**src/rtl/route_pkg.sv**
```systemverilog
// Shared encodings for the routing-path scheduler.
// State codes plus source/destination select values.
package route_pkg;

   localparam logic [1:0] ST_IDLE = 2'd0;
   localparam logic [1:0] ST_TURN = 2'd1;
   localparam logic [1:0] ST_XFER = 2'd2;

   localparam logic SRC_X     = 1'b0;
   localparam logic SRC_Y     = 1'b1;
   localparam logic DST_RIGHT = 1'b0;
   localparam logic DST_LEFT  = 1'b1;

endpackage

```
**src/rtl/rr_arb2.sv**
```systemverilog
// Two-requester round-robin picker.
// On a tie the requester that did not win last time is chosen.
module rr_arb2
   import route_pkg::*;
(
   input  logic [1:0] req,
   input  logic       last_grant,
   output logic       grant,
   output logic       grant_valid
);

   // Pick the lone requester, or alternate on a tie
   always_comb begin
      grant_valid = |req;
      if (&req)
         grant = ~last_grant;
      else if (req[SRC_Y])
         grant = SRC_Y;
      else
         grant = SRC_X;
   end

endmodule

```
**src/rtl/route_scheduler.sv**
```systemverilog
// Arbiter/sequencer for the shared source-mux / destination-demux path.
// Grants X/Y round-robin, inserts a turnaround gap, registers routed beats.
module route_scheduler
   import route_pkg::*;
#(
   parameter int WIDTH     = 4,
   parameter int BURST_MAX = 4,
   parameter int TURN      = 1
) (
   input  logic             clk,
   input  logic             rst,
   input  logic             x_req,
   input  logic             x_dest,
   input  logic [WIDTH-1:0] x_data,
   output logic             x_ack,
   input  logic             y_req,
   input  logic             y_dest,
   input  logic [WIDTH-1:0] y_data,
   output logic             y_ack,
   output logic             sel_src,
   output logic             sel_dst,
   output logic [WIDTH-1:0] right_data,
   output logic             right_valid,
   output logic [WIDTH-1:0] left_data,
   output logic             left_valid,
   output logic             busy
);

   localparam int BW = $clog2(BURST_MAX + 1);
   localparam int TW = $clog2(TURN + 1);

   logic [1:0]       state;
   logic [BW-1:0]    beat_cnt;
   logic [TW-1:0]    turn_cnt;
   logic             last_grant;
   logic             grant;
   logic             grant_valid;
   logic             g_req;
   logic             g_dest;
   logic [WIDTH-1:0] g_data;
   logic             ack;
   logic             beat_last;
   logic             turn_done;

   rr_arb2 u_arb (
      .req         ({y_req, x_req}),
      .last_grant  (last_grant),
      .grant       (grant),
      .grant_valid (grant_valid)
   );

   // Grantee view of the request lines and the transfer handshake
   always_comb begin
      g_req     = (sel_src == SRC_Y) ? y_req  : x_req;
      g_dest    = (sel_src == SRC_Y) ? y_dest : x_dest;
      g_data    = (sel_src == SRC_Y) ? y_data : x_data;
      ack       = (state == ST_XFER) && g_req && (g_dest == sel_dst);
      x_ack     = ack && (sel_src == SRC_X);
      y_ack     = ack && (sel_src == SRC_Y);
      beat_last = (beat_cnt == BW'(BURST_MAX - 1));
      turn_done = (turn_cnt == TW'(TURN - 1));
      busy      = (state != ST_IDLE);
   end

   // FSM, counters, selects and registered output beats
   always_ff @(posedge clk) begin
      if (rst) begin
         state       <= ST_IDLE;
         sel_src     <= SRC_X;
         sel_dst     <= DST_RIGHT;
         last_grant  <= SRC_Y;
         beat_cnt    <= '0;
         turn_cnt    <= '0;
         right_data  <= '0;
         right_valid <= 1'b0;
         left_data   <= '0;
         left_valid  <= 1'b0;
      end else begin
         right_valid <= 1'b0;
         left_valid  <= 1'b0;
         unique case (state)
            ST_IDLE: begin
               if (grant_valid) begin
                  sel_src    <= grant;
                  sel_dst    <= (grant == SRC_Y) ? y_dest : x_dest;
                  last_grant <= grant;
                  turn_cnt   <= '0;
                  state      <= ST_TURN;
               end
            end
            ST_TURN: begin
               if (turn_cnt != TW'(TURN))
                  turn_cnt <= turn_cnt + TW'(1);
               if (turn_done) begin
                  beat_cnt <= '0;
                  state    <= ST_XFER;
               end
            end
            ST_XFER: begin
               if (ack) begin
                  if (sel_dst == DST_LEFT) begin
                     left_data  <= g_data;
                     left_valid <= 1'b1;
                  end else begin
                     right_data  <= g_data;
                     right_valid <= 1'b1;
                  end
                  beat_cnt <= beat_cnt + BW'(1);
                  if (beat_last)
                     state <= ST_IDLE;
               end else begin
                  state <= ST_IDLE;
               end
            end
            default: state <= ST_IDLE;
         endcase
      end
   end

endmodule

```
**config.mk**
```make
export PLATFORM = sky130hd
export DESIGN_NAME = route_scheduler
export DESIGN_NICKNAME = d
export VERILOG_FILES = /design/src/rtl/route_pkg.sv /design/src/rtl/rr_arb2.sv /design/src/rtl/route_scheduler.sv
export SDC_FILE = /design/constraint.sdc
export NUM_CORES = 1
export LEC_CHECK = 0
export ABC_AREA = 0
export CORE_MARGIN = 2
export CORE_UTILIZATION = 35
export DETAILED_ROUTE_END_ITERATION = 10
export HOLD_SLACK_MARGIN = 0.12
export PLACE_DENSITY = 0.62
export SKIP_LAST_GASP = 1
export SYNTH_ARGS = -nofsm -noshare
export SYNTH_HDL_FRONTEND = slang
export SYNTH_SLANG_ARGS = --single-unit
```
**constraint.sdc**
```tcl
create_clock -name clk -period 1.9 [get_ports clk]
set_input_delay 0.285 -clock clk [delete_from_list [all_inputs] [get_ports clk]]
set_output_delay 0.285 -clock clk [all_outputs]
set_load 0.02 [all_outputs]
```
Word-level counts from Yosys, hierarchy flattened

Index checks and enable logic that the tools add are counted.

Add/sub/neg operators: 2
Reduce and logical (&&, ||, !) cells: 17
Equality and inequality tests: 8
Multiplexer cells: 19
Bitwise operators: 5

Operators with widths:

| kind                                           | count |
|---|---|
| AND reduction 3 bit                            | 4 |
| two-way mux 1 bit                              | 9 |
| two-way mux 2 bit                              | 4 |
| two-way mux 3 bit                              | 2 |
| inequality test 2 bit (second input constant)  | 3 |
| one-hot mux 2 bit (3 select lines)             | 1 |
| one-hot mux 3 bit (2 select lines)             | 1 |
| AND reduction 2 bit                            | 3 |
| nonzero test 2 bit                             | 3 |
| inverter 1 bit                                 | 5 |
| logical AND 1 bit                              | 4 |
| two-way mux 4 bit                              | 1 |
| adder 3 x 1 -> 3 bit (second input constant)   | 1 |
| == test 3 x 2 -> 1 bit (second input constant) | 1 |
| inequality test 3 bit (second input constant)  | 1 |
| OR reduction 3 bit                             | 1 |
| == test 2 x 1 -> 1 bit (second input constant) | 1 |
| == test 2 bit (second input constant)          | 1 |
| logical NOT 2 bit                              | 1 |
| one-hot mux 1 bit (2 select lines)             | 1 |
| OR reduction 2 bit                             | 1 |
| adder 1 bit (second input constant)            | 1 |
| == test 1 bit                                  | 1 |

Bits of input ports: 14
Output and inout bits: 15
Flip-flop bits (word level): 19

Depth between registers and ports, before layout

Gate-level depths: netlist (run 1).

Word-level depth: 5
Depth in mapped cells: 6
Mapped depth without buffers: 4

Hierarchy

From an unflattened synthesis (run 1), not the netlist that was laid out.

Cells, all modules: 90
Area, all modules: 880.8 um2

By module, submodules not included:

| module          | instances | sequential area each (um2) | area each (um2) | cells an instance |
|---|---|---|---|---|
| route_scheduler | 1         | 380.4                      | 867.1           | 88 |
| rr_arb2         | 1         | 0.0                        | 13.8            | 2 |

Worst setup path before layout (run 1)

OpenSTA, ideal clock, no wires.

Path kind: reg-to-output
Start: reg sel_src
End: out x_ack
Buffers on the path: 1
Cell stages (with the launch flop): 5
Arrival: 1.608 ns
Setup slack: 0.007 ns
Cell sequence: dfxtp_1 buf_6 mux2_4 xor2_1 nor3_1

Cells in the longest elaborated chain, start to end: 4
Elaborated cells between the ends (all ways): 7

Ends and longest elaborated chain:

| element                                            | line                                         | text |
|---|---|---|
| start: declaration                                 | route_scheduler.sv:20                        | `output logic sel_src,` |
| start signal: assignment                           | route_scheduler.sv:84                        | `sel_src <= grant;` |
| two-way mux 1 bit, on equally long branches        | route_scheduler.sv:55, route_scheduler.sv:54 |  |
| == test 1 bit or logical AND 1 bit (tied branches) | route_scheduler.sv:57                        | `ack = (state == ST_XFER) && g_req && (g_dest == sel_dst);` |
| logical AND 1 bit                                  | route_scheduler.sv:57                        |  |
| logical AND 1 bit *                                | route_scheduler.sv:58                        | `x_ack = ack && (sel_src == SRC_X);` |
| end: declaration                                   | route_scheduler.sv:15                        | `output logic x_ack,` |

Every way passes the cells marked *; elsewhere a longest branch is shown, timed or not.

Worst setup path in the final report (run 1)

Start: in y_dest
End: out y_ack

Cells in the longest elaborated chain, start to end: 4

Ends and longest elaborated chain:

| element            | line                  | text |
|---|---|---|
| start: declaration | route_scheduler.sv:17 | `input logic y_dest,` |
| two-way mux 1 bit  | route_scheduler.sv:55 | `g_dest = (sel_src == SRC_Y) ? y_dest : x_dest;` |
| == test 1 bit      | route_scheduler.sv:57 |  |
| logical AND 1 bit  | route_scheduler.sv:57 |  |
| logical AND 1 bit  | route_scheduler.sv:59 | `y_ack = ack && (sel_src == SRC_Y);` |
| end: declaration   | route_scheduler.sv:19 | `output logic y_ack,` |

No other way between the ends.

==> flow_metrics.env, run 1 <==
export IMPL_status="complete, no violations"
export IMPL_grt_pass1_wl_um=3150
export IMPL_hp_start="x_dest"
export IMPL_fmax_mhz=538
export IMPL_slew_headroom_pct=75.9
export IMPL_post_route_util_pct=54.7
export IMPL_finalHoldViolCount=0
export IMPL_cts_max_path_buffers=2
export IMPL_chipWidth_um=54.7
export IMPL_h_tree_depth=1
export IMPL_internal_power_w=0.000613
export IMPL_fin_ws_ns=0.0408
export IMPL_final_cells=169
export IMPL_critPathRequiredTime_ns=1.62
export IMPL_coreArea_um2=2450
export IMPL_rrSetupSlack_ns=0.38
export IMPL_final_cell_mix="25 x clkdlybuf4s50_1, 17 x dfxtp_1, 16 x nor2_1, 16 x buf_4"
export IMPL_rsz0062_at_grt="false"
export IMPL_peakVddDrop_v=0.000300
export IMPL_worstPathMaxFanout=3
export IMPL_viasPerCell=4.76
export IMPL_num_vias=805
export IMPL_antenna_cells=0
export IMPL_gp_congestion=0.740
export IMPL_p_comb_share_pct=25.9
export IMPL_power_switching_w=0.000242
export IMPL_grt_usage_pct=15.4
export IMPL_die_area_um2=2990
export IMPL_grt_max_degree=12
export IMPL_ys_seq_area_share_pct=42.3
export IMPL_drive_above_1_share_pct=22.3
export IMPL_pin_count=29
export IMPL_syn_cell_area_um2=898
export IMPL_port_buffers=28
export IMPL_insertion_delay_ns=0.30
export IMPL_detail_route_first_pass_iterations=4
export IMPL_worstMarginPinSlew_ns=0.361
export IMPL_grt_pass1_vias=740
export IMPL_detail_route_wl_per_cell_um=11.8
export IMPL_crit_chain="clkdlybuf4s50_1 -> mux2_4 -> xor2_4 -> nor2_2 -> and2_2 -> buf_4"
export IMPL_cts_hold_buf=0
export IMPL_overflow=0
export IMPL_fp_row_count=18
export IMPL_clock_sinks=19
export IMPL_clockRootBuffer="clkbuf_4"
export IMPL_rr_startpoint="sel_src"
export IMPL_mostFrequentLayoutCell="clkdlybuf4s50_1"
export IMPL_synth_warnings=0
export IMPL_setup_viol=0
export IMPL_wirelength_um=1990
export IMPL_ant_nets=0
export IMPL_startpoint_type="primary input"
export IMPL_crit_arrival_ns=1.57
export IMPL_syn_avg_cell_area_um2=9.36
export IMPL_fill_cells=229
export IMPL_die_h_um=54.7
export IMPL_syn_inst=96
export IMPL_period_share_pct=97.9
export IMPL_ys_types=29
export IMPL_cts_buffers=3
export IMPL_cts_tree="built"
export IMPL_path_class="in -> out"
export IMPL_ys_seq_elements=19
export IMPL_dp_worst_setup_slack_ns=-0.445
export IMPL_drt_iter0_markers=11
export IMPL_start_util_pct=36.6
export IMPL_dp_cells=165
export IMPL_synthToLayoutAreaGrowth_pct=49.4
export IMPL_place_hpwl_um=1540
export IMPL_cpMaxStageDelayCell="clkdlybuf4s50_1"
export IMPL_p_clk_share_pct=23.7
export IMPL_antenna_found_initial=0
export IMPL_period_needed_ns=1.86
export IMPL_syn_nets=112
export IMPL_hp_class="in -> reg"
export IMPL_end_kind="primary output"
export IMPL_final_nets=156
export IMPL_slew_viol_final=0
export IMPL_power_density_nw_per_um2=637
export IMPL_drc_errors=0
export IMPL_p_leak_nw=0.511
export IMPL_p_seq_share_pct=50.4
export IMPL_clkTransAtPathRegs_ns=0.10
export IMPL_slowest_delay_ns=0.43
export IMPL_cap_violations=0
export IMPL_crit_start="y_dest"
export IMPL_worst_clock_skew_ns=0.00442
export IMPL_switching_share_pct=28.3
-- stage by stage --
| stage | hold WS (ns) | power [W] | instance area [um^2] | TNS, ns |
|---|---|---|---|---|
| floorplan | 0.435 | 0.000549 | 898 | 0 |
| CTS | 0.472 | 0.000864 | 1330 | 0 |
| finish | 0.427 | 0.000855 | 1340 | 0 |
| global route | 0.459 | 0.000909 | 1340 | 0 |
| global placement | 0.448 | 0.000648 | 1290 | -0.759 |
| detailed placement | 0.456 | 0.000651 | 1290 | -0.833 |
-- worst max-delay path, delay by kind of cell --
kind	cells	cell delay, ns
AND/OR/NAND/NOR	2	0.23
XOR/XNOR	1	0.17
buffers and inverters	2	0.58
multiplexers	1	0.31
-- routing by layer --
layer	up-vias	share of wire, %	global-route usage, %	wire length [um]
met4	0	1.8	8.75	35
met1	354	47	19.7	928
met2	22	47	24.2	926
li1	425	-	-	-
met3	4	5.0	2.73	100
met5	-	0	0	0
-- worst paths after layout --
kind	to	cells past startpoint
worst max-delay path	y_ack	6
worst min register to register	beat_cnt[2]	2
worst min-delay path	sel_dst	4
worst max register to register	right_data[0]	6
-- sequential cells by signal, indices dropped and copies added, names as in the netlist --
signal / cells
beat_cnt: 3
last_grant: 1
left_data: 4
left_valid: 1
right_data: 4
right_valid: 1
sel_dst: 1
sel_src: 1
state: 2
turn_cnt: 1
-- repair_timing --
item | CTS | global route
endpoints found under the setup margin | 2 | 2
resized for setup | 13 | 4
setup buffers | 0 | 0
-- synth_stat cells (all sizes together) --
cell    number  area, um^2
o21ba        1        10.0
and4bb       1        12.5
a32oi        1        8.76
and2         1        7.51
xor2         1        8.76
nand2        9        33.8
a211oi       9        67.6
o21ai        1        5.00
buf          3        21.3
inv          2        7.51
nor3b        1        7.51
dfxtp       19         380
or2          1        6.26
a21oi        2        10.0
nand2b       3        18.8
a211o        1        8.76
nor2        17        66.3
nor3         5        25.0
ha           2        25.0
nand3b       2        15.0
mux2         1        15.0
clkbuf       1        13.8
mux2i        8        83.8
or3          2        12.5
nor4         2        27.5
-- layout make-up --
type	instances	area, um^2	share of cell area [%]
clock buffer	3	22.5	1.68
clock inverter	1	5.00	0.373
inverter	2	7.51	0.559
multi-input combinational	71	497	37.0
sequential	19	385	28.7
tap	30	37.5	2.80
timing repair buffer	43	388	28.9
-- power by group through the flow --
stage	Clock [W]	Sequential, W	Combinational, W
final	0.000203	0.000431	0.000221
after CTS	0.000212	0.000430	0.000221
after global placement	0	0.000435	0.000213
after floorplan	0	0.000450	0.0000988
after global routing	0.000234	0.000434	0.000240
after detailed placement	0	0.000436	0.000215
-- cell families after synthesis --
logic type / share of synthesized area, %
AOI/OAI and AO/OA: 12.3
xor gates and xnor gates: 0.975
adders and majority gates: 2.79
buffers and inverters: 4.74
DFF: 42.3
muxes: 11.0
and+or+nand+nor: 25.9
No activity file was read; power rests on OpenSTA's default activity.
==> run 2: changes to the inputs <==
Settings changed: CORE_MARGIN 2 to unset.
==> flow_metrics.env, run 2 (synthesis results as in run 1) <==
export IMPL_status="complete, no violations"
export IMPL_cts_hold_buf=0
export IMPL_die_h_um=52.7
export IMPL_busiest_layer="met2"
export IMPL_peakVddDrop_v=0.000382
export IMPL_num_vias=832
export IMPL_grt_max_degree=12
export IMPL_power_density_nw_per_um2=637
export IMPL_hp_class="reg -> reg"
export IMPL_holdPathStages=2
export IMPL_cp_num_buf_inv=2
export IMPL_min_to="beat_cnt[1]"
export IMPL_detail_route_first_pass_iterations=4
export IMPL_pin_count=29
export IMPL_drc_errors=0
export IMPL_final_cell_mix="26 x clkdlybuf4s50_1, 18 x dfxtp_1, 16 x nor2_1"
export IMPL_critPathRequiredTime_ns=1.62
export IMPL_die_area_um2=2770
export IMPL_rrSetupSlack_ns=0.34
export IMPL_startpoint_type="primary input"
export IMPL_clock_sinks=19
export IMPL_h_tree_depth=1
export IMPL_fill_cells=221
export IMPL_mostFrequentLayoutCell="clkdlybuf4s50_1"
export IMPL_cap_violations=0
export IMPL_wirelength_um=2010
export IMPL_port_buffers=28
export IMPL_grt_usage_pct=16.0
export IMPL_hp_start="beat_cnt[1]"
export IMPL_p_leak_nw=0.503
export IMPL_met2_usage_pct=26.6
export IMPL_place_hpwl_um=1500
export IMPL_met3_usage_pct=2.90
export IMPL_cts_max_path_buffers=2
export IMPL_rsz0062_at_grt="true"
export IMPL_drt_iter0_markers=9
export IMPL_fp_row_count=17
export IMPL_final_nets=156
export IMPL_rr_startpoint="sel_src"
export IMPL_setup_viol=0
export IMPL_drive_above_1_share_pct=21.6
export IMPL_r2r_end="right_data[2]"
export IMPL_cpMaxStageDelayCell="clkdlybuf4s50_1"
export IMPL_top_regs="left_data x4, right_data x4, beat_cnt x3"
export IMPL_period_share_pct=97.7
export IMPL_insertion_delay_ns=0.29
export IMPL_overflow=0
export IMPL_path_class="in -> out"
export IMPL_grt_pass1_wl_um=3240
export IMPL_synthToLayoutAreaGrowth_pct=49.3
export IMPL_viasPerCell=4.98
export IMPL_ant_nets=0
export IMPL_cts_buffers=3
export IMPL_reg2reg_depth=6
export IMPL_finalHoldViolCount=0
export IMPL_use_met1_pct=19.5
export IMPL_cts_tree="built"
export IMPL_period_needed_ns=1.86
export IMPL_detail_route_wl_per_cell_um=12.0
export IMPL_slowest_delay_ns=0.42
export IMPL_antenna_cells=0
export IMPL_cp_top_family="buffers and inverters"
export IMPL_clockRootBuffer="clkbuf_4"
export IMPL_gp_congestion=0.717
export IMPL_worst_clock_skew_ns=0.000605
export IMPL_timing_hold_ws_ns=0.483
export IMPL_fin_ws_ns=0.0436
export IMPL_end_kind="primary output"
export IMPL_coreArea_um2=2320
export IMPL_worstMarginPinSlew_ns=0.415
export IMPL_grt_pass1_vias=798
export IMPL_chipWidth_um=52.7
export IMPL_clkTransAtPathRegs_ns=0.11
export IMPL_slew_viol_final=0
export IMPL_dp_worst_setup_slack_ns=-0.418
export IMPL_crit_chain="clkdlybuf4s50_1 -> mux2_4 -> xor2_4 -> nor2_2 -> and2_4 -> buf_6"
export IMPL_worstPathMaxFanout=3
export IMPL_slew_headroom_pct=72.3
export IMPL_start_util_pct=38.7
export IMPL_fmax_mhz=539
export IMPL_antenna_found_initial=0
export IMPL_crit_arrival_ns=1.57
run 2: cell count changes in the layout (fill, tap and decap cells not counted), sizes merged:
cell,delta
clkdlybuf4s50,+1
dlymetal6s2s,-1
run 2: layout make-up:
type	instances	area [um^2]	share of cell area, %
Tap cell	28	35.0	2.61
Sequential cell	19	384	28.6
Inverter	2	7.51	0.560
Multi-Input combinational cell	71	498	37.1
Clock inverter	1	5.00	0.373
Clock buffer	3	22.5	1.68
Timing Repair Buffer	43	389	29.0
run 2: power by group:
part / leakage, nW / switching (W) / total [W] / internal [W]
registers: 0.155 / 0.0000142 / 0.000429 / 0.000415
clock network: 0.0177 / 0.000127 / 0.000205 / 0.0000783
logic: 0.331 / 0.000102 / 0.000220 / 0.000117
total: 0.503 / 0.000244 / 0.000854 / 0.000611
run 2: routing by layer:
layer / wire [um] / up-vias
met2: 929 / 20
met1: 969 / 381
met5: 0 / -
met4: 26 / 0
li1: - / 427
met3: 80 / 4
run 2: worst max path at each step:
stage	cells after the start	startpoint	end	slack, ns
2_1_floorplan	4	sel_src	x_ack	0.007
3_3_place_gp	6	x_req	y_ack	-0.40
3_5_place_dp	6	x_dest	y_ack	-0.42
4_1_cts	5	x_req	x_ack	0.004
5_1_grt	5	sel_src	y_ack	-0.02
6_report	6	x_dest	y_ack	0.04
run 2: repair_timing:
item                       CTS  global route
setup buffers                0             1
pin swaps                    0             2
setup endpoints to repair    2             2
resized for setup           12             5
run 2: stage by stage:
step	setup TNS [ns]	cells	utilization, %	power, W	area, um^2
after global routing	-0.0220	167	57.9	0.000898	1340
after CTS	0	166	57.4	0.000864	1330
after global placement	-0.786	162	55.4	0.000644	1280
after detailed placement	-0.764	162	55.4	0.000648	1280
after floorplan	0	96	-	0.000549	898
final	0	167	57.9	0.000854	1340
run 2: worst reg2reg max path, delay by kind of cell (launching register included):
family | cells | cell delay, ns
buffers and inverters | 2 | 0.35
flip-flops | 1 | 0.39
multiplexers | 1 | 0.33
AO/OA/AOI/OAI | 1 | 0.23
AND/OR/NAND/NOR | 2 | 0.16
